==> src/rtl/pipeline_hazard_ctrl.sv <==
// rtl/pipeline_hazard_ctrl.sv - pipeline stall/flush controller for a 5-stage in-order core
//
// Purpose:
//   Decides, each cycle, which pipeline registers hold (stall) or clear (flush)
//   based on load-use hazards, taken branches, instruction-fetch wait, data-memory
//   wait, multi-cycle multiply/divide and traps. A small FSM covers the
//   multi-cycle waits; all control outputs are combinational from state + inputs.
//
// Ports:
//   clk, reset_n                      clock, asynchronous active-low reset
//   id_valid, id_rs1, id_rs2,
//   id_uses_rs1, id_uses_rs2          ID-stage instruction and its source regs
//   ex_valid, ex_rd, ex_mem_read,
//   ex_mul_start, ex_div_start,
//   branch_taken_ex                   EX-stage instruction and its events
//   div_done                          divider finished
//   imem_ready                        instruction memory has data this cycle
//   dmem_req, dmem_ready              data memory request / completion
//   trap_req                          trap entry request
//   pc_stall .. exmem_flush           per-register stall/flush controls
//   mul_done                          multiply result available (one cycle)
//   div_abort                         cancel the in-flight divide
//   trap_ack                          trap taken this cycle
//   state_out                         current FSM state encoding
//   stall_count                       cycles with pc_stall=1 (wraps)

module pipeline_hazard_ctrl #(
   parameter int unsigned MUL_CYCLES = 4
) (
   input  logic        clk,
   input  logic        reset_n,

   input  logic        id_valid,
   input  logic [4:0]  id_rs1,
   input  logic [4:0]  id_rs2,
   input  logic        id_uses_rs1,
   input  logic        id_uses_rs2,

   input  logic        ex_valid,
   input  logic [4:0]  ex_rd,
   input  logic        ex_mem_read,
   input  logic        ex_mul_start,
   input  logic        ex_div_start,
   input  logic        branch_taken_ex,

   input  logic        div_done,
   input  logic        imem_ready,
   input  logic        dmem_req,
   input  logic        dmem_ready,
   input  logic        trap_req,

   output logic        pc_stall,
   output logic        ifid_stall,
   output logic        ifid_flush,
   output logic        idex_stall,
   output logic        idex_flush,
   output logic        exmem_stall,
   output logic        exmem_flush,
   output logic        mul_done,
   output logic        div_abort,
   output logic        trap_ack,

   output logic [2:0]  state_out,
   output logic [31:0] stall_count
);

   typedef enum logic [2:0] {
      RUN      = 3'd0,
      MUL_WAIT = 3'd1,
      DIV_WAIT = 3'd2,
      MEM_WAIT = 3'd3
   } state_t;

   // Counter starts at MUL_CYCLES-1 so MUL_WAIT lasts exactly MUL_CYCLES cycles,
   // the last of which reports mul_done.
   localparam logic [3:0] MUL_LOAD = 4'(MUL_CYCLES - 1);

   state_t     state;
   state_t     state_nx;
   logic [3:0] mul_cnt;
   logic [3:0] mul_cnt_nx;

   // Raw requests before stall/flush conflict resolution and reset gating.
   logic pc_stall_req;
   logic ifid_stall_req;
   logic ifid_flush_req;
   logic idex_stall_req;
   logic idex_flush_req;
   logic exmem_stall_req;
   logic exmem_flush_req;
   logic mul_done_req;
   logic div_abort_req;
   logic trap_ack_req;

   logic load_use;
   logic mem_wait;

   assign load_use = ex_valid & ex_mem_read & (ex_rd != 5'd0) & id_valid &
                     ((id_uses_rs1 & (id_rs1 == ex_rd)) |
                      (id_uses_rs2 & (id_rs2 == ex_rd)));

   assign mem_wait = dmem_req & ~dmem_ready;

   always_comb begin
      state_nx        = state;
      mul_cnt_nx      = mul_cnt;
      pc_stall_req    = 1'b0;
      ifid_stall_req  = 1'b0;
      ifid_flush_req  = 1'b0;
      idex_stall_req  = 1'b0;
      idex_flush_req  = 1'b0;
      exmem_stall_req = 1'b0;
      exmem_flush_req = 1'b0;
      mul_done_req    = 1'b0;
      div_abort_req   = 1'b0;
      trap_ack_req    = 1'b0;

      case (state)
         RUN: begin
            if (trap_req) begin
               ifid_flush_req  = 1'b1;
               idex_flush_req  = 1'b1;
               exmem_flush_req = 1'b1;
               trap_ack_req    = 1'b1;
            end else if (mem_wait) begin
               // Freeze the whole front of the pipe; nothing may advance into MEM.
               pc_stall_req    = 1'b1;
               ifid_stall_req  = 1'b1;
               idex_stall_req  = 1'b1;
               exmem_stall_req = 1'b1;
               state_nx        = MEM_WAIT;
            end else if (ex_mul_start) begin
               // Hold the multiply in EX and feed a bubble into MEM meanwhile.
               pc_stall_req    = 1'b1;
               ifid_stall_req  = 1'b1;
               idex_stall_req  = 1'b1;
               exmem_flush_req = 1'b1;
               mul_cnt_nx      = MUL_LOAD;
               state_nx        = MUL_WAIT;
            end else if (ex_div_start) begin
               pc_stall_req    = 1'b1;
               ifid_stall_req  = 1'b1;
               idex_stall_req  = 1'b1;
               exmem_flush_req = 1'b1;
               state_nx        = DIV_WAIT;
            end else if (branch_taken_ex) begin
               // Wrong-path instructions in IF/ID and ID/EX die; PC must move
               // to the target, so it is never stalled here.
               ifid_flush_req  = 1'b1;
               idex_flush_req  = 1'b1;
            end else begin
               if (load_use) begin
                  pc_stall_req   = 1'b1;
                  ifid_stall_req = 1'b1;
                  idex_flush_req = 1'b1;
               end
               if (!imem_ready) begin
                  pc_stall_req   = 1'b1;
                  ifid_flush_req = 1'b1;
               end
            end
         end

         MUL_WAIT: begin
            if (trap_req) begin
               ifid_flush_req  = 1'b1;
               idex_flush_req  = 1'b1;
               exmem_flush_req = 1'b1;
               trap_ack_req    = 1'b1;
               mul_cnt_nx      = 4'd0;
               state_nx        = RUN;
            end else if (mul_cnt != 4'd0) begin
               pc_stall_req    = 1'b1;
               ifid_stall_req  = 1'b1;
               idex_stall_req  = 1'b1;
               exmem_flush_req = 1'b1;
               mul_cnt_nx      = mul_cnt - 4'd1;
            end else begin
               mul_done_req    = 1'b1;
               state_nx        = RUN;
            end
         end

         DIV_WAIT: begin
            if (trap_req) begin
               ifid_flush_req  = 1'b1;
               idex_flush_req  = 1'b1;
               exmem_flush_req = 1'b1;
               trap_ack_req    = 1'b1;
               div_abort_req   = 1'b1;
               state_nx        = RUN;
            end else if (!div_done) begin
               pc_stall_req    = 1'b1;
               ifid_stall_req  = 1'b1;
               idex_stall_req  = 1'b1;
               exmem_flush_req = 1'b1;
            end else begin
               state_nx        = RUN;
            end
         end

         MEM_WAIT: begin
            // A pending memory access cannot be cancelled, so a trap is only
            // taken once the access completes.
            if (!dmem_ready) begin
               pc_stall_req    = 1'b1;
               ifid_stall_req  = 1'b1;
               idex_stall_req  = 1'b1;
               exmem_stall_req = 1'b1;
            end else begin
               state_nx = RUN;
               if (trap_req) begin
                  ifid_flush_req  = 1'b1;
                  idex_flush_req  = 1'b1;
                  exmem_flush_req = 1'b1;
                  trap_ack_req    = 1'b1;
               end
            end
         end

         default: begin
            state_nx   = RUN;
            mul_cnt_nx = 4'd0;
         end
      endcase
   end

   // A flush wins over a stall on the same register; reset forces all low.
   assign pc_stall    = reset_n & pc_stall_req;
   assign ifid_stall  = reset_n & ifid_stall_req & ~ifid_flush_req;
   assign ifid_flush  = reset_n & ifid_flush_req;
   assign idex_stall  = reset_n & idex_stall_req & ~idex_flush_req;
   assign idex_flush  = reset_n & idex_flush_req;
   assign exmem_stall = reset_n & exmem_stall_req & ~exmem_flush_req;
   assign exmem_flush = reset_n & exmem_flush_req;
   assign mul_done    = reset_n & mul_done_req;
   assign div_abort   = reset_n & div_abort_req;
   assign trap_ack    = reset_n & trap_ack_req;

   assign state_out   = state;

   always_ff @(posedge clk or negedge reset_n) begin
      if (!reset_n) begin
         state       <= RUN;
         mul_cnt     <= 4'd0;
         stall_count <= 32'd0;
      end else begin
         state       <= state_nx;
         mul_cnt     <= mul_cnt_nx;
         stall_count <= stall_count + {31'd0, pc_stall};
      end
   end

endmodule

==> config.mk <==
export PLATFORM = sky130hd
export DESIGN_NAME = pipeline_hazard_ctrl
export DESIGN_NICKNAME = d
export VERILOG_FILES = /design/src/rtl/pipeline_hazard_ctrl.sv
export SDC_FILE = /design/constraint.sdc
export NUM_CORES = 1
export LEC_CHECK = 0
export ABC_AREA = 1
export ABC_CLOCK_PERIOD_IN_PS = 3700
export BUFFER_PORTS_ARGS = -buffer_cell sky130_fd_sc_hd__buf_2
export CORE_MARGIN = 4
export CORE_UTILIZATION = 52
export CTS_CLUSTER_DIAMETER = 40
export DETAILED_ROUTE_END_ITERATION = 12
export MAX_ROUTING_LAYER = met4
export PLACE_DENSITY_LB_ADDON = 0.15
export SLEW_MARGIN = 20
export SYNTH_ARGS = -nofsm -noshare
export SYNTH_HDL_FRONTEND = slang
export SYNTH_SLANG_ARGS = --single-unit
==> constraint.sdc <==
create_clock -name clk -period 3.7 [get_ports clk]
set_input_delay 0.185 -clock clk [delete_from_list [all_inputs] [get_ports clk]]
set_output_delay 0.185 -clock clk [all_outputs]
set_load 0.02 [all_outputs]
==> tab_implementation.tex, run 1 <==
\begin{tabular}{lr}
\hline
Metric & Value \\
\hline
\multicolumn{2}{l}{\textbf{Global route}} \\
Overall track demand over capacity in global routing & 0.208 \\
Wire length of the first global-routing pass & 9.78 mm \\
Number of antenna violations at the first check in global routing & 0 \\
Number of global-route vias before repair & 2135 \\
Pin count of the biggest net entering global routing & 30 \\
Aggregate global routing overflow & 0 \\
\multicolumn{2}{l}{\textbf{Synth}} \\
Yosys top cell by area & sky130\_fd\_sc\_hd\_\_dfrtp\_1 \\
Net Count, Synth & 364 \\
Cell area after synthesis & 2470 sq um \\
Yosys top cell area share & 0.385 \\
Flip-flop and latch count after synthesis & 38 \\
Fraction of the yosys area taken by sequential cells & 0.385 \\
Unique cell type count in the Yosys netlist & 29 \\
Post-synthesis async set-or-reset flop share & 1.00 \\
Number of synthesized flops with an enable pin & 0 \\
Most repeated cell in the gate-level netlist after synthesis & sky130\_fd\_sc\_hd\_\_nand2\_1 \\
Mean Syn Cell Area & 7.57 sq um \\
Post-synthesis cell count & 326 \\
Top cell types by occurrence after synthesis & 87 x sky130\_fd\_sc\_hd\_\_nand2\_1, 46 x sky130\_fd\_sc\_hd\_\_inv\_1, 38 x sky130\_fd\_sc\_hd\_\_dfrtp\_1 \\
Top area cells in the synthesized netlist & sky130\_fd\_sc\_hd\_\_dfrtp\_1 39\%, sky130\_fd\_sc\_hd\_\_nand2\_1 13\%, sky130\_fd\_sc\_hd\_\_inv\_1 7.0\% \\
Warnings, synthesis & 0 \\
Synth Flop Type & sky130\_fd\_sc\_hd\_\_dfrtp\_1 \\
\multicolumn{2}{l}{\textbf{Die}} \\
Top-level port count & 75 \\
Width of the die & 76.9 um \\
Total core area & 4470 sq um \\
Effective utilization at floorplan & 0.551 \\
Vertical die dimension & 76.9 um \\
Floorplan die area & 5910 sq um \\
Total number of placement rows & 24 \\
\multicolumn{2}{l}{\textbf{Routing}} \\
DRC violations left & 0 \\
Routed length per placed instance & 12.3 um \\
Remaining antenna violation count & 0 \\
Final wirelength & 5.65 mm \\
DR pass1 iterations & 4 \\
Met1 Routed Length & 2.69 mm \\
Met2 Wirelength & 2.53 mm \\
Met3 wire length & 378 um \\
Top Metal Used & met4 \\
Via Count & 2338 \\
Number of design-rule violations left by the first detailed-router iteration & 182 \\
Via/cell ratio & 5.09 \\
\multicolumn{2}{l}{\textbf{Layout}} \\
Layout area overhead & 21.3\% \\
Final cell area excluding filler cells & 2990 sq um \\
Antenna diode count & 0 \\
Layout Nets & 444 \\
Filler cells & 385 \\
Share of layout cells above drive strength 1 & 0.243 \\
\multicolumn{2}{l}{\textbf{STA}} \\
Final hold violation count & 0 \\
Timing-limited maximum frequency & 340 MHz \\
Max-slew violations & 0 \\
Smallest setup slack after layout & 755 ps \\
RSZ-0062 raised after global routing & no \\
Clock tree skew after final layout & 9.52 ps \\
Period utilization & 0.796 \\
Endpoints failing setup & 0 \\
Sum of negative setup slack & 0 ps \\
Final min period & 2950 ps \\
\multicolumn{2}{l}{\textbf{Setup path}} \\
Number of buffer and inverter stages on the critical path & 3 \\
Required time reported for the critical path endpoint & 3880 ps \\
Biggest cell delay along the critical path & 410 ps \\
Launch point of the critical path & state\_out[1] \\
Cell repeated most along the worst path & sky130\_fd\_sc\_hd\_\_ha\_1 \\
Max Fanout on Critical Path & 4 \\
Type of origin of the critical path & flop \\
Endpoint kind of the worst setup timing path & flop \\
CP Class & flop to flop \\
Reg-to-reg slack, setup & 750 ps \\
Gate family responsible for the most delay along the worst path & simple AND/OR/NAND/NOR gates \\
Data arrival at the endpoint of the critical path & 3120 ps \\
Series of cell instances along the critical path & inv\_1, ha\_1, inv\_1, nor2\_1, nand2\_1, o211ai\_1, o21ai\_0, o211ai\_1, ha\_1, ha\_1, nand3\_2, inv\_2, nand3\_2, nor4\_1, nand2\_1, xnor2\_1 \\
Crit-path slowest cell & sky130\_fd\_sc\_hd\_\_dfrtp\_1 \\
Launching point of the worst reg2reg path & state\_out[1] \\
\multicolumn{2}{l}{\textbf{Power and ir drop}} \\
Net Sw Frac & 0.407 \\
Power per unit of standard cell area & 458 nW/um\^{}2 \\
Net switching power of the design & 558 uW \\
Static leakage power & 0.00174 uW \\
Internal power & 813 uW \\
Part of the power in the clock network & 0.209 \\
Combinational power share & 0.401 \\
Worst-case vdd ir drop & 371 uV \\
Sequential share of power & 0.390 \\
Post-route total power & 1370 uW \\
\multicolumn{2}{l}{\textbf{Clock tree}} \\
Buffer depth of the longest clock path & 2 \\
Clock-pin slew on the worst setup and hold paths & 80 ps \\
Number of H-tree levels & 2 \\
TritonCTS clock tree & yes \\
Insertion delay of the later-clocked pin in the worst-skew pair & 290 ps \\
Clk sinks & 38 \\
CTS Root Buffer Type & sky130\_fd\_sc\_hd\_\_clkbuf\_8 \\
TritonCTS Buffers & 5 \\
\multicolumn{2}{l}{\textbf{Placed design}} \\
Cell area reported after detailed placement & 2890 sq um \\
Final estimated routing congestion in global placement & 0.877 \\
Total of buffers placed on input and output ports & 73 \\
HPWL Detailed & 4.63 mm \\
Worst slack after detailed placement & 763 ps \\
\multicolumn{2}{l}{\textbf{Run}} \\
Max-capacitance violation count & 0 \\
\multicolumn{2}{l}{\textbf{Min path}} \\
Min-Delay Startpoint & ex\_mul\_start \\
Class of the tightest hold or removal check & input port to flop \\
\multicolumn{2}{l}{\textbf{Run status}} \\
Status & completed \\
\hline
\end{tabular}
power groups by stage:
stage	clock [uW]	sequential [uW]	combinational [uW]
floorplan	0	584	332
global placement	0	538	539
detailed placement	0	540	552
CTS	296	534	554
global route	319	545	618
finish	287	535	549
worst reg2reg max path: cells and delay by family, from the launching register on:
family,cells,cell delay (ps)
AO/OA/AOI/OAI,3,450
buffers and inverters,3,270
adder cells (fa/ha/maj),3,570
AND/OR/NAND/NOR,6,990
flip-flops,1,410
XOR/XNOR,1,150
path summary, 6_finish.rpt:
path                                    to  depth (start not counted)
setup / recovery           stall_count[30]                         16
max in group asynchronous   stall_count[3]                          3
hold / removal                state_out[0]                          3
setup reg to reg           stall_count[30]                         16
hold reg to reg            stall_count[31]                          1
min in group asynchronous   stall_count[9]                          2
per-stage QoR:
stage	util	std cells	hold slack, ps
after floorplan	-	326	-111
after global placement	0.647	450	62.5
after detailed placement	0.647	450	62.8
after CTS	0.669	459	240
after global routing	0.669	459	251
final	0.669	459	243
registers in the layout, indices dropped and copies added (netlist names):
register     flops
state_out        2
stall_count     32
mul_cnt          4
timing repair:
| item | in CTS | in global routing |
|---|---|---|
| hold endpoints to repair | 9 | 0 |
| setup endpoints to repair | 0 | 0 |
| hold buffers | 1 | 0 |
| gates resized for setup | 0 | 0 |
| buffers inserted | 0 | 0 |
kinds of logic (layout without fill, tap and decap cells):
| logic type | after synthesis | after routing | synth area share |
|---|---|---|---|
| other | 1 | 1 | 0.00152 |
| buffers and inverters | 49 | 130 | 0.0766 |
| AOI/OAI and AO/OA | 21 | 21 | 0.0472 |
| xor gates and xnor gates | 30 | 30 | 0.106 |
| adders and majority gates | 8 | 8 | 0.0406 |
| DFF | 38 | 38 | 0.385 |
| and+or+nand+nor | 179 | 179 | 0.342 |
layout make-up:
cell class / instances / area (sq um) / share of cell area
Multi-Input combinational cell: 239 / 1330 / 0.443
Sequential cell: 38 / 951 / 0.318
Timing Repair Buffer: 75 / 383 / 0.128
Inverter: 47 / 176 / 0.0589
Clock buffer: 7 / 86.3 / 0.0288
Tap cell: 52 / 65.1 / 0.0217
Clock inverter: 1 / 5.00 / 0.00167
metal layers:
| layer | global-route usage | up-vias |
|---|---|---|
| met4 | 0.0562 | 0 |
| li1 | - | 1194 |
| met1 | 0.295 | 1072 |
| met5 | - | - |
| met3 | 0.0398 | 4 |
| met2 | 0.302 | 68 |
layout by cell type (no fill, tap or decap), types with 9 or more instances in the layout:
cell type,count
sky130_fd_sc_hd__buf_2,73
sky130_fd_sc_hd__dfrtp_1,38
sky130_fd_sc_hd__inv_1,46
sky130_fd_sc_hd__a21oi_1,9
sky130_fd_sc_hd__nand4_1,10
sky130_fd_sc_hd__nor3_1,13
sky130_fd_sc_hd__xnor2_1,13
sky130_fd_sc_hd__nand2_1,87
sky130_fd_sc_hd__nor2_1,36
sky130_fd_sc_hd__nand3_1,13
sky130_fd_sc_hd__xor2_1,17
No activity file was read; power rests on OpenSTA's default activity.
==> inputs of run 2 (changes only) <==
ABC_AREA = 0   (was 1)
ABC_CLOCK_PERIOD_IN_PS = 2800   (was 3700)
CORE_UTILIZATION = 50   (was 52)
clock period = 2.8 ns   (was 3.7 ns; I/O delays follow)
==> run 2 against run 1 <==
Die area is 6.6% lower. Non-clock buffer count is 18 higher. Worst setup slack worse by 740 ps. Clock-buffer cell count is 2 lower. First-iteration DRC count is 43% lower. Sequential share of layout area hardly changed. Fmax is 5.8% higher. Clock skew is 4.0 ps lower. Critical path type unchanged.
==> tab_implementation.tex, run 2 <==
\begin{tabular}{lr}
\hline
Metric & Value \\
\hline
\multicolumn{2}{l}{\textbf{Run status}} \\
Status & completed \\
\multicolumn{2}{l}{\textbf{Placed design}} \\
Cell count after placement & 354 (-21\%) \\
HPWL Detailed & 3.71 mm (-20\%) \\
Final estimated routing congestion in global placement & 0.887 (+1.1\%) \\
Worst slack after detailed placement & 7.94 ps (-755 ps) \\
Total of buffers placed on input and output ports & 73 (unchanged) \\
Cell area reported after detailed placement & 2720 sq um (-5.9\%) \\
\multicolumn{2}{l}{\textbf{Layout}} \\
Share of layout cells above drive strength 1 & 0.416 (+0.173) \\
Most common cell after layout, fill and taps aside & sky130\_fd\_sc\_hd\_\_buf\_2 \\
Filler cells & 316 (-18\%) \\
Final core utilization & 0.730 (+0.0605) \\
Antenna diode count & 0 (unchanged) \\
Number of standard cells in the final layout excluding fillers & 372 (-19\%) \\
Final cell area excluding filler cells & 3000 sq um (+0.29\%) \\
Layout Nets & 359 (-19\%) \\
Biggest register & stall\_count \\
Layout area overhead & 36.6\% \\
Number of flip-flops in the largest register & 32 (unchanged) \\
Highest-count cells in the layout ignoring fill and taps & 73 x sky130\_fd\_sc\_hd\_\_buf\_2, 36 x sky130\_fd\_sc\_hd\_\_dfrtp\_1, 32 x sky130\_fd\_sc\_hd\_\_xnor2\_1 \\
\multicolumn{2}{l}{\textbf{STA}} \\
Smallest setup slack after layout & 15.7 ps (-739 ps) \\
Max-slew headroom & 0.656 \\
Final min period & 2780 ps (-161 ps) \\
Clock tree skew after final layout & 5.56 ps (-3.97 ps) \\
Period utilization & 0.994 (+0.198) \\
RSZ-0062 raised after global routing & yes \\
Endpoints failing setup & 0 (unchanged) \\
Final hold violation count & 0 (unchanged) \\
Worst hold-check slack & 252 ps (+8.29 ps) \\
Least-Margin Pin Slew & 516 ps \\
Max-slew violations & 0 (unchanged) \\
Timing-limited maximum frequency & 359 MHz (+5.8\%) \\
\multicolumn{2}{l}{\textbf{Synth}} \\
Top cell types by occurrence after synthesis & 38 x sky130\_fd\_sc\_hd\_\_dfrtp\_1, 32 x sky130\_fd\_sc\_hd\_\_xnor2\_1, 18 x sky130\_fd\_sc\_hd\_\_nand3\_1, 18 x sky130\_fd\_sc\_hd\_\_nor2\_1, 17 x sky130\_fd\_sc\_hd\_\_nand2\_1 \\
Yosys top cell by area & sky130\_fd\_sc\_hd\_\_dfrtp\_1 \\
Net Count, Synth & 262 (-28\%) \\
Warnings, synthesis & 0 (unchanged) \\
Fraction of the yosys area taken by sequential cells & 0.433 (+0.0472) \\
Cell area after synthesis & 2200 sq um (-11\%) \\
Top area cells in the synthesized netlist & sky130\_fd\_sc\_hd\_\_dfrtp\_1 43\%, sky130\_fd\_sc\_hd\_\_xnor2\_1 13\%, sky130\_fd\_sc\_hd\_\_ha\_1 4.6\% \\
Synth Flop Type & sky130\_fd\_sc\_hd\_\_dfrtp\_1 \\
Number of synthesized flops with an enable pin & 0 (unchanged) \\
Yosys top cell area share & 0.433 (+0.0472) \\
Unique cell type count in the Yosys netlist & 38 (+31\%) \\
Mean Syn Cell Area & 9.81 sq um (+30\%) \\
Flip-flop and latch count after synthesis & 38 (unchanged) \\
Most repeated cell in the gate-level netlist after synthesis & sky130\_fd\_sc\_hd\_\_dfrtp\_1 \\
Post-synthesis async set-or-reset flop share & 1.00 (unchanged) \\
Post-synthesis cell count & 224 (-31\%) \\
\multicolumn{2}{l}{\textbf{Setup path}} \\
Max Fanout on Critical Path & 5 (+1) \\
Required time reported for the critical path endpoint & 2970 ps (-910 ps) \\
Type of origin of the critical path & flop \\
Data arrival at the endpoint of the critical path & 2950 ps (-170 ps) \\
Reg-to-reg slack, setup & 20 ps (-740 ps) \\
Number of buffer and inverter stages on the critical path & 1 (-2) \\
Cell repeated most along the worst path & sky130\_fd\_sc\_hd\_\_ha\_4 \\
Series of cell instances along the critical path & inv\_2, ha\_4, or3b\_4, a21oi\_4, o221ai\_2, nand3\_2, nand3\_4, ha\_4, ha\_4, nand2\_4, or3\_4, nor3\_4, nand3\_2, xnor2\_1 \\
Biggest cell delay along the critical path & 400 ps (about the same) \\
Endpoint kind of the worst setup timing path & flop \\
CP Class & flop to flop \\
Crit-path slowest cell & sky130\_fd\_sc\_hd\_\_or3\_4 \\
Gate family responsible for the most delay along the worst path & simple AND/OR/NAND/NOR gates \\
\multicolumn{2}{l}{\textbf{Routing}} \\
DR pass1 iterations & 4 (unchanged) \\
Remaining antenna violation count & 0 (unchanged) \\
Via/cell ratio & 5.20 (+2.1\%) \\
DRC violations left & 0 (unchanged) \\
Number of design-rule violations left by the first detailed-router iteration & 103 (-43\%) \\
Via Count & 1935 (-17\%) \\
Routed length per placed instance & 13.7 um (+11\%) \\
Final wirelength & 5.09 mm (-9.8\%) \\
\multicolumn{2}{l}{\textbf{Power and ir drop}} \\
Power per unit of standard cell area & 686 nW/um\^{}2 (+50\%) \\
Part of the power in the clock network & 0.217 (+0.008) \\
Combinational power share & 0.433 (+0.032) \\
Static leakage power & 0.00153 uW (-12\%) \\
Worst-case vdd ir drop & 461 uV (+24\%) \\
Internal power & 1300 uW (+61\%) \\
Net switching power of the design & 754 uW (+35\%) \\
Sequential share of power & 0.350 (-0.040) \\
Net Sw Frac & 0.366 (-0.0409) \\
\multicolumn{2}{l}{\textbf{Clock tree}} \\
TritonCTS Buffers & 5 (unchanged) \\
Number of H-tree levels & 2 (unchanged) \\
CTS Root Buffer Type & sky130\_fd\_sc\_hd\_\_clkbuf\_8 \\
Insertion delay of the later-clocked pin in the worst-skew pair & 280 ps (about the same) \\
Clk sinks & 38 (unchanged) \\
TritonCTS clock tree & yes \\
Clock-pin slew on the worst setup and hold paths & 70 ps (about the same) \\
Buffer depth of the longest clock path & 2 (unchanged) \\
\multicolumn{2}{l}{\textbf{Global route}} \\
Number of antenna violations at the first check in global routing & 0 (unchanged) \\
Aggregate global routing overflow & 0 (unchanged) \\
Number of global-route vias before repair & 1863 (-13\%) \\
Wire length of the first global-routing pass & 8.18 mm (-16\%) \\
Pin count of the biggest net entering global routing & 44 (+47\%) \\
Overall track demand over capacity in global routing & 0.198 (-0.00928) \\
\multicolumn{2}{l}{\textbf{Die}} \\
Total number of placement rows & 23 (-4.2\%) \\
Width of the die & 74.3 um (-3.4\%) \\
Total core area & 4120 sq um (-8.0\%) \\
Vertical die dimension & 74.3 um (-3.4\%) \\
Top-level port count & 75 (unchanged) \\
Floorplan die area & 5520 sq um (-6.6\%) \\
Effective utilization at floorplan & 0.534 (-0.0172) \\
\multicolumn{2}{l}{\textbf{Min path}} \\
Class of the tightest hold or removal check & input port to flop \\
\multicolumn{2}{l}{\textbf{Run}} \\
Max-capacitance violation count & 0 (unchanged) \\
\hline
\end{tabular}
## run 2: changes by cell type after synthesis, sizes merged, moves of 6 or more
cell   before  now
nor2       41   19
nor3       16   10
xor2       17   10
inv        47    8
nand2      91   17
xnor2      13   32
and3        0    6
## run 2: final timing paths
path / startpoint / to / depth (start not counted)
worst min register to register: stall_count[31] / stall_count[31] / 1
min in group asynchronous: reset_n / mul_cnt[0] / 3
worst min-delay path: ex_mul_start / state_out[0] / 3
max in group asynchronous: reset_n / state_out[1] / 3
worst max-delay path: mul_cnt[0] / stall_count[24] / 14
worst max register to register: mul_cnt[0] / stall_count[24] / 14
## run 2: routing by layer
layer / vias to the layer above / GRT usage / part of all wire
li1: 956 / - / -
met1: 919 / 0.253 / 0.44
met2: 56 / 0.316 / 0.49
met3: 4 / 0.0514 / 0.058
met4: 0 / 0.0514 / 0.0094
met5: - / - / 0
## run 2: what timing repair did
action	in CTS	in global routing
pin swaps	1	14
hold buffers	1	0
buffers inserted	0	9
endpoints found under the setup margin	3	12
hold endpoints to repair	38	0
gates resized for setup	0	23
## run 2: cells by family (layout without fill, tap and decap cells)
group | Yosys count | count (layout) | share of synthesized area
AO/OA/AOI/OAI | 19 | 19 | 0.0495
XOR/XNOR | 42 | 42 | 0.167
adder cells (fa/ha/maj) | 8 | 8 | 0.0455
buffers and inverters | 11 | 109 | 0.0205
flip-flops | 38 | 38 | 0.433
multiplexers | 3 | 3 | 0.0142
other | 1 | 1 | 0.00171
AND/OR/NAND/NOR | 102 | 102 | 0.269
## run 2: layout make-up
type,instances,area [sq um],share of cell area
clock buffer,5,68.8,0.0229
clock inverter,3,40.0,0.0133
inverter,8,30.0,0.0100
multi-input combinational,175,1330,0.443
sequential,38,953,0.317
tap,50,62.6,0.0208
timing repair buffer,93,518,0.173
## run 2: worst register-to-register path, cell delays in order, from the launching register on
cell	delay (ps)
sky130_fd_sc_hd__dfrtp_1	390
sky130_fd_sc_hd__inv_2	70
sky130_fd_sc_hd__ha_4	150
sky130_fd_sc_hd__or3b_4	240
sky130_fd_sc_hd__a21oi_4	50
sky130_fd_sc_hd__o221ai_2	190
sky130_fd_sc_hd__nand3_2	130
sky130_fd_sc_hd__nand3_4	110
sky130_fd_sc_hd__ha_4	150
sky130_fd_sc_hd__ha_4	140
sky130_fd_sc_hd__nand2_4	50
sky130_fd_sc_hd__or3_4	400
sky130_fd_sc_hd__nor3_4	310
sky130_fd_sc_hd__nand3_2	140
sky130_fd_sc_hd__xnor2_1	150
## run 2: power by group through the flow
stage | registers [uW] | logic [uW] | clock network [uW]
global placement | 716 | 752 | 0
CTS | 709 | 771 | 462
detailed placement | 717 | 767 | 0
floorplan | 765 | 443 | 0
global route | 733 | 985 | 478
finish | 720 | 891 | 448
## run 2: per-stage QoR
step                power (uW)  TNS (ps)
floorplan                 1210         0
global placement          1470         0
detailed placement        1480         0
CTS                       1940         0
global route              2200      -632
finish                    2060         0
==> inputs of run 3 (changes only) <==
ABC_CLOCK_PERIOD_IN_PS = 2600   (was 2800)
PLACE_DENSITY = 0.91   (was unset)
PLACE_DENSITY_LB_ADDON = unset   (was 0.15)
clock period = 2.6 ns   (was 2.8 ns; I/O delays follow)
==> run 3 against run 2 <==
The run now ends with negative setup slack left. Hold slack worse by 52 ps. Sequential cell count stayed put. Clock-buffer cell count stayed put. Critical endpoint unchanged. Highest routed layer unchanged.
==> tab_implementation.tex, run 3 (same netlist as run 2, synthesis figures left out) <==
\begin{tabular}{lr}
\hline
Metric & Value \\
\hline
\multicolumn{2}{l}{\textbf{Run status}} \\
Status & complete, but fails checks \\
Violated checks & negative setup slack \\
\multicolumn{2}{l}{\textbf{Layout}} \\
Final core utilization & 0.797 (+0.0669) \\
Biggest register & stall\_count \\
Final cell area excluding filler cells & 3280 sq um (+9.2\%) \\
Most common cell after layout, fill and taps aside & sky130\_fd\_sc\_hd\_\_buf\_2 \\
Number of standard cells in the final layout excluding fillers & 392 (+5.4\%) \\
Filler cells & 238 (-25\%) \\
Highest-count cells in the layout ignoring fill and taps & 73 x sky130\_fd\_sc\_hd\_\_buf\_2, 36 x sky130\_fd\_sc\_hd\_\_dfrtp\_1, 36 x sky130\_fd\_sc\_hd\_\_buf\_4 \\
Layout area overhead & 49.1\% \\
Layout Nets & 379 (+5.6\%) \\
Share of layout cells above drive strength 1 & 0.497 (+0.0809) \\
Antenna diode count & 0 (unchanged) \\
Number of flip-flops in the largest register & 32 (unchanged) \\
\multicolumn{2}{l}{\textbf{STA}} \\
Worst hold-check slack & 200 ps (-51.9 ps) \\
Max-slew violations & 0 (unchanged) \\
Final min period & 2790 ps (+4.16 ps) \\
Smallest setup slack after layout & -188 ps (-204 ps) \\
Sum of negative setup slack & -1160 ps (-1160 ps) \\
Timing-limited maximum frequency & 359 MHz (-0.15\%) \\
Endpoints failing setup & 12 (+12) \\
Max-slew headroom & 0.502 (-0.154) \\
Least-Margin Pin Slew & 741 ps (+225 ps) \\
RSZ-0062 raised after global routing & yes \\
Final hold violation count & 0 (unchanged) \\
Clock tree skew after final layout & 10.8 ps (+5.28 ps) \\
Period utilization & 1.07 (+0.0781) \\
\multicolumn{2}{l}{\textbf{Power and ir drop}} \\
Power per unit of standard cell area & 776 nW/um\^{}2 (+13\%) \\
Worst-case vdd ir drop & 668 uV (+45\%) \\
Static leakage power & 0.00166 uW (+8.9\%) \\
\multicolumn{2}{l}{\textbf{Die}} \\
Total core area & 4120 sq um (unchanged) \\
Effective utilization at floorplan & 0.534 (unchanged) \\
Vertical die dimension & 74.3 um (unchanged) \\
Width of the die & 74.3 um (unchanged) \\
Top-level port count & 75 (unchanged) \\
Floorplan die area & 5520 sq um (unchanged) \\
Total number of placement rows & 23 (unchanged) \\
\multicolumn{2}{l}{\textbf{Routing}} \\
Remaining antenna violation count & 0 (unchanged) \\
Final wirelength & 7.31 mm (+44\%) \\
DR pass1 iterations & 4 (unchanged) \\
Via/cell ratio & 5.72 (+10\%) \\
DRC violations left & 0 (unchanged) \\
Via Count & 2243 (+16\%) \\
Routed length per placed instance & 18.6 um (+36\%) \\
Number of design-rule violations left by the first detailed-router iteration & 263 (+160\%) \\
\multicolumn{2}{l}{\textbf{Global route}} \\
Met3 global-route usage & 0.0473 (-0.00405) \\
GRT busiest layer & met2 \\
Pin count of the biggest net entering global routing & 44 (unchanged) \\
Aggregate global routing overflow & 0 (unchanged) \\
Met2 GRT Util & 0.419 (+0.103) \\
Met1 Track Usage GR & 0.291 (+0.0382) \\
Number of global-route vias before repair & 2097 (+13\%) \\
Wire length of the first global-routing pass & 10.1 mm (+23\%) \\
Number of antenna violations at the first check in global routing & 0 (unchanged) \\
Overall track demand over capacity in global routing & 0.248 (+0.0499) \\
\multicolumn{2}{l}{\textbf{Setup path}} \\
Gate family responsible for the most delay along the worst path & simple AND/OR/NAND/NOR gates \\
Worst setup endpoint & stall\_count[24] \\
Endpoint kind of the worst setup timing path & flop \\
Launching point of the worst reg2reg path & mul\_cnt[0] \\
Crit-path slowest cell & sky130\_fd\_sc\_hd\_\_dfrtp\_1 \\
Series of cell instances along the critical path & inv\_2, ha\_2, or3b\_4, a21oi\_4, o221ai\_2, nand3\_2, nand3\_4, ha\_4, ha\_4, nand2\_2, or3\_4, nor3\_4, buf\_6, nand3\_2, xnor2\_2 \\
Type of origin of the critical path & flop \\
Launch point of the critical path & mul\_cnt[0] \\
Reg-to-reg slack, setup & -190 ps (-200 ps) \\
Max Fanout on Critical Path & 3 (-2) \\
CP Class & flop to flop \\
Stages on worst setup path & 15 (+1) \\
Data arrival at the endpoint of the critical path & 2990 ps (+40 ps) \\
Number of buffer and inverter stages on the critical path & 2 (+1) \\
Required time reported for the critical path endpoint & 2800 ps (-170 ps) \\
R2R Path End & stall\_count[24] \\
Worst Reg2Reg Path Length in Cells & 15 (+1) \\
Biggest cell delay along the critical path & 380 ps (-20 ps) \\
\multicolumn{2}{l}{\textbf{Clock tree}} \\
Clock-pin slew on the worst setup and hold paths & 80 ps (about the same) \\
Number of H-tree levels & 2 (unchanged) \\
Buffer depth of the longest clock path & 2 (unchanged) \\
TritonCTS Buffers & 5 (unchanged) \\
Insertion delay of the later-clocked pin in the worst-skew pair & 300 ps (+20 ps) \\
Clk sinks & 38 (unchanged) \\
TritonCTS clock tree & yes \\
CTS Root Buffer Type & sky130\_fd\_sc\_hd\_\_clkbuf\_8 \\
\multicolumn{2}{l}{\textbf{Placed design}} \\
HPWL Detailed & 4.19 mm (+13\%) \\
Cell count after placement & 360 (+1.7\%) \\
Cell area reported after detailed placement & 2820 sq um (+3.7\%) \\
Total of buffers placed on input and output ports & 73 (unchanged) \\
Final estimated routing congestion in global placement & 0.911 (+2.8\%) \\
\multicolumn{2}{l}{\textbf{Min path}} \\
Class of the tightest hold or removal check & input port to flop \\
Depth of the worst hold-timing path & 3 (unchanged) \\
\multicolumn{2}{l}{\textbf{Run}} \\
Max-capacitance violation count & 0 (unchanged) \\
\hline
\end{tabular}
## run 3: changes by cell type in the layout (fill, tap and decap cells not counted), sizes merged
cell / before / now
buf: 92 / 112
## run 3: report_power, final
| part | total, uW | switching, uW | internal [uW] |
|---|---|---|---|
| Clock | 506 | 224 | 282 |
| Combinational | 1250 | 655 | 599 |
| Sequential | 785 | 110 | 675 |
| Total | 2550 | 988 | 1560 |
## run 3: how the worst min path moves through the flow
stage                       from           end
CTS                 ex_mul_start  state_out[0]
global placement         reset_n    mul_cnt[0]
finish              ex_mul_start  state_out[0]
global route        ex_mul_start  state_out[0]
floorplan                reset_n    mul_cnt[0]
detailed placement       reset_n    mul_cnt[3]
## run 3: per-stage QoR
stage	setup WS (ps)	power, uW
6_report	-188	2550
5_1_grt	-259	2670
4_1_cts	-25.6	2360
3_5_place_dp	-207	1720
3_3_place_gp	8.79	1680
2_1_floorplan	-61.1	1380
## run 3: cell type report
cell class	instances	area, sq um	area share
tap	50	62.6	0.0191
multi-input combinational	175	1440	0.440
inverter	8	32.5	0.00992
sequential	38	953	0.291
clock buffer	5	68.8	0.0210
timing repair buffer	113	679	0.207
clock inverter	3	40.0	0.0122
## run 3: metal layers
metal,wire (um),part of all wire
met1,2760,0.38
met2,3790,0.52
met3,469,0.064
met4,291,0.040
met5,0,0
## run 3: timing repair
item,CTS,global route
endpoints found under the setup margin,6,17
hold buffers,1,0
gates resized for setup,10,22
pin swaps,4,12
hold endpoints to repair,16,0
gates cloned,0,0
setup buffers,16,10
## run 3: worst min-delay path, cell delays in order
cell                      delay [ps]
sky130_fd_sc_hd__buf_2           120
sky130_fd_sc_hd__o21ai_0          90
sky130_fd_sc_hd__mux2i_1         120
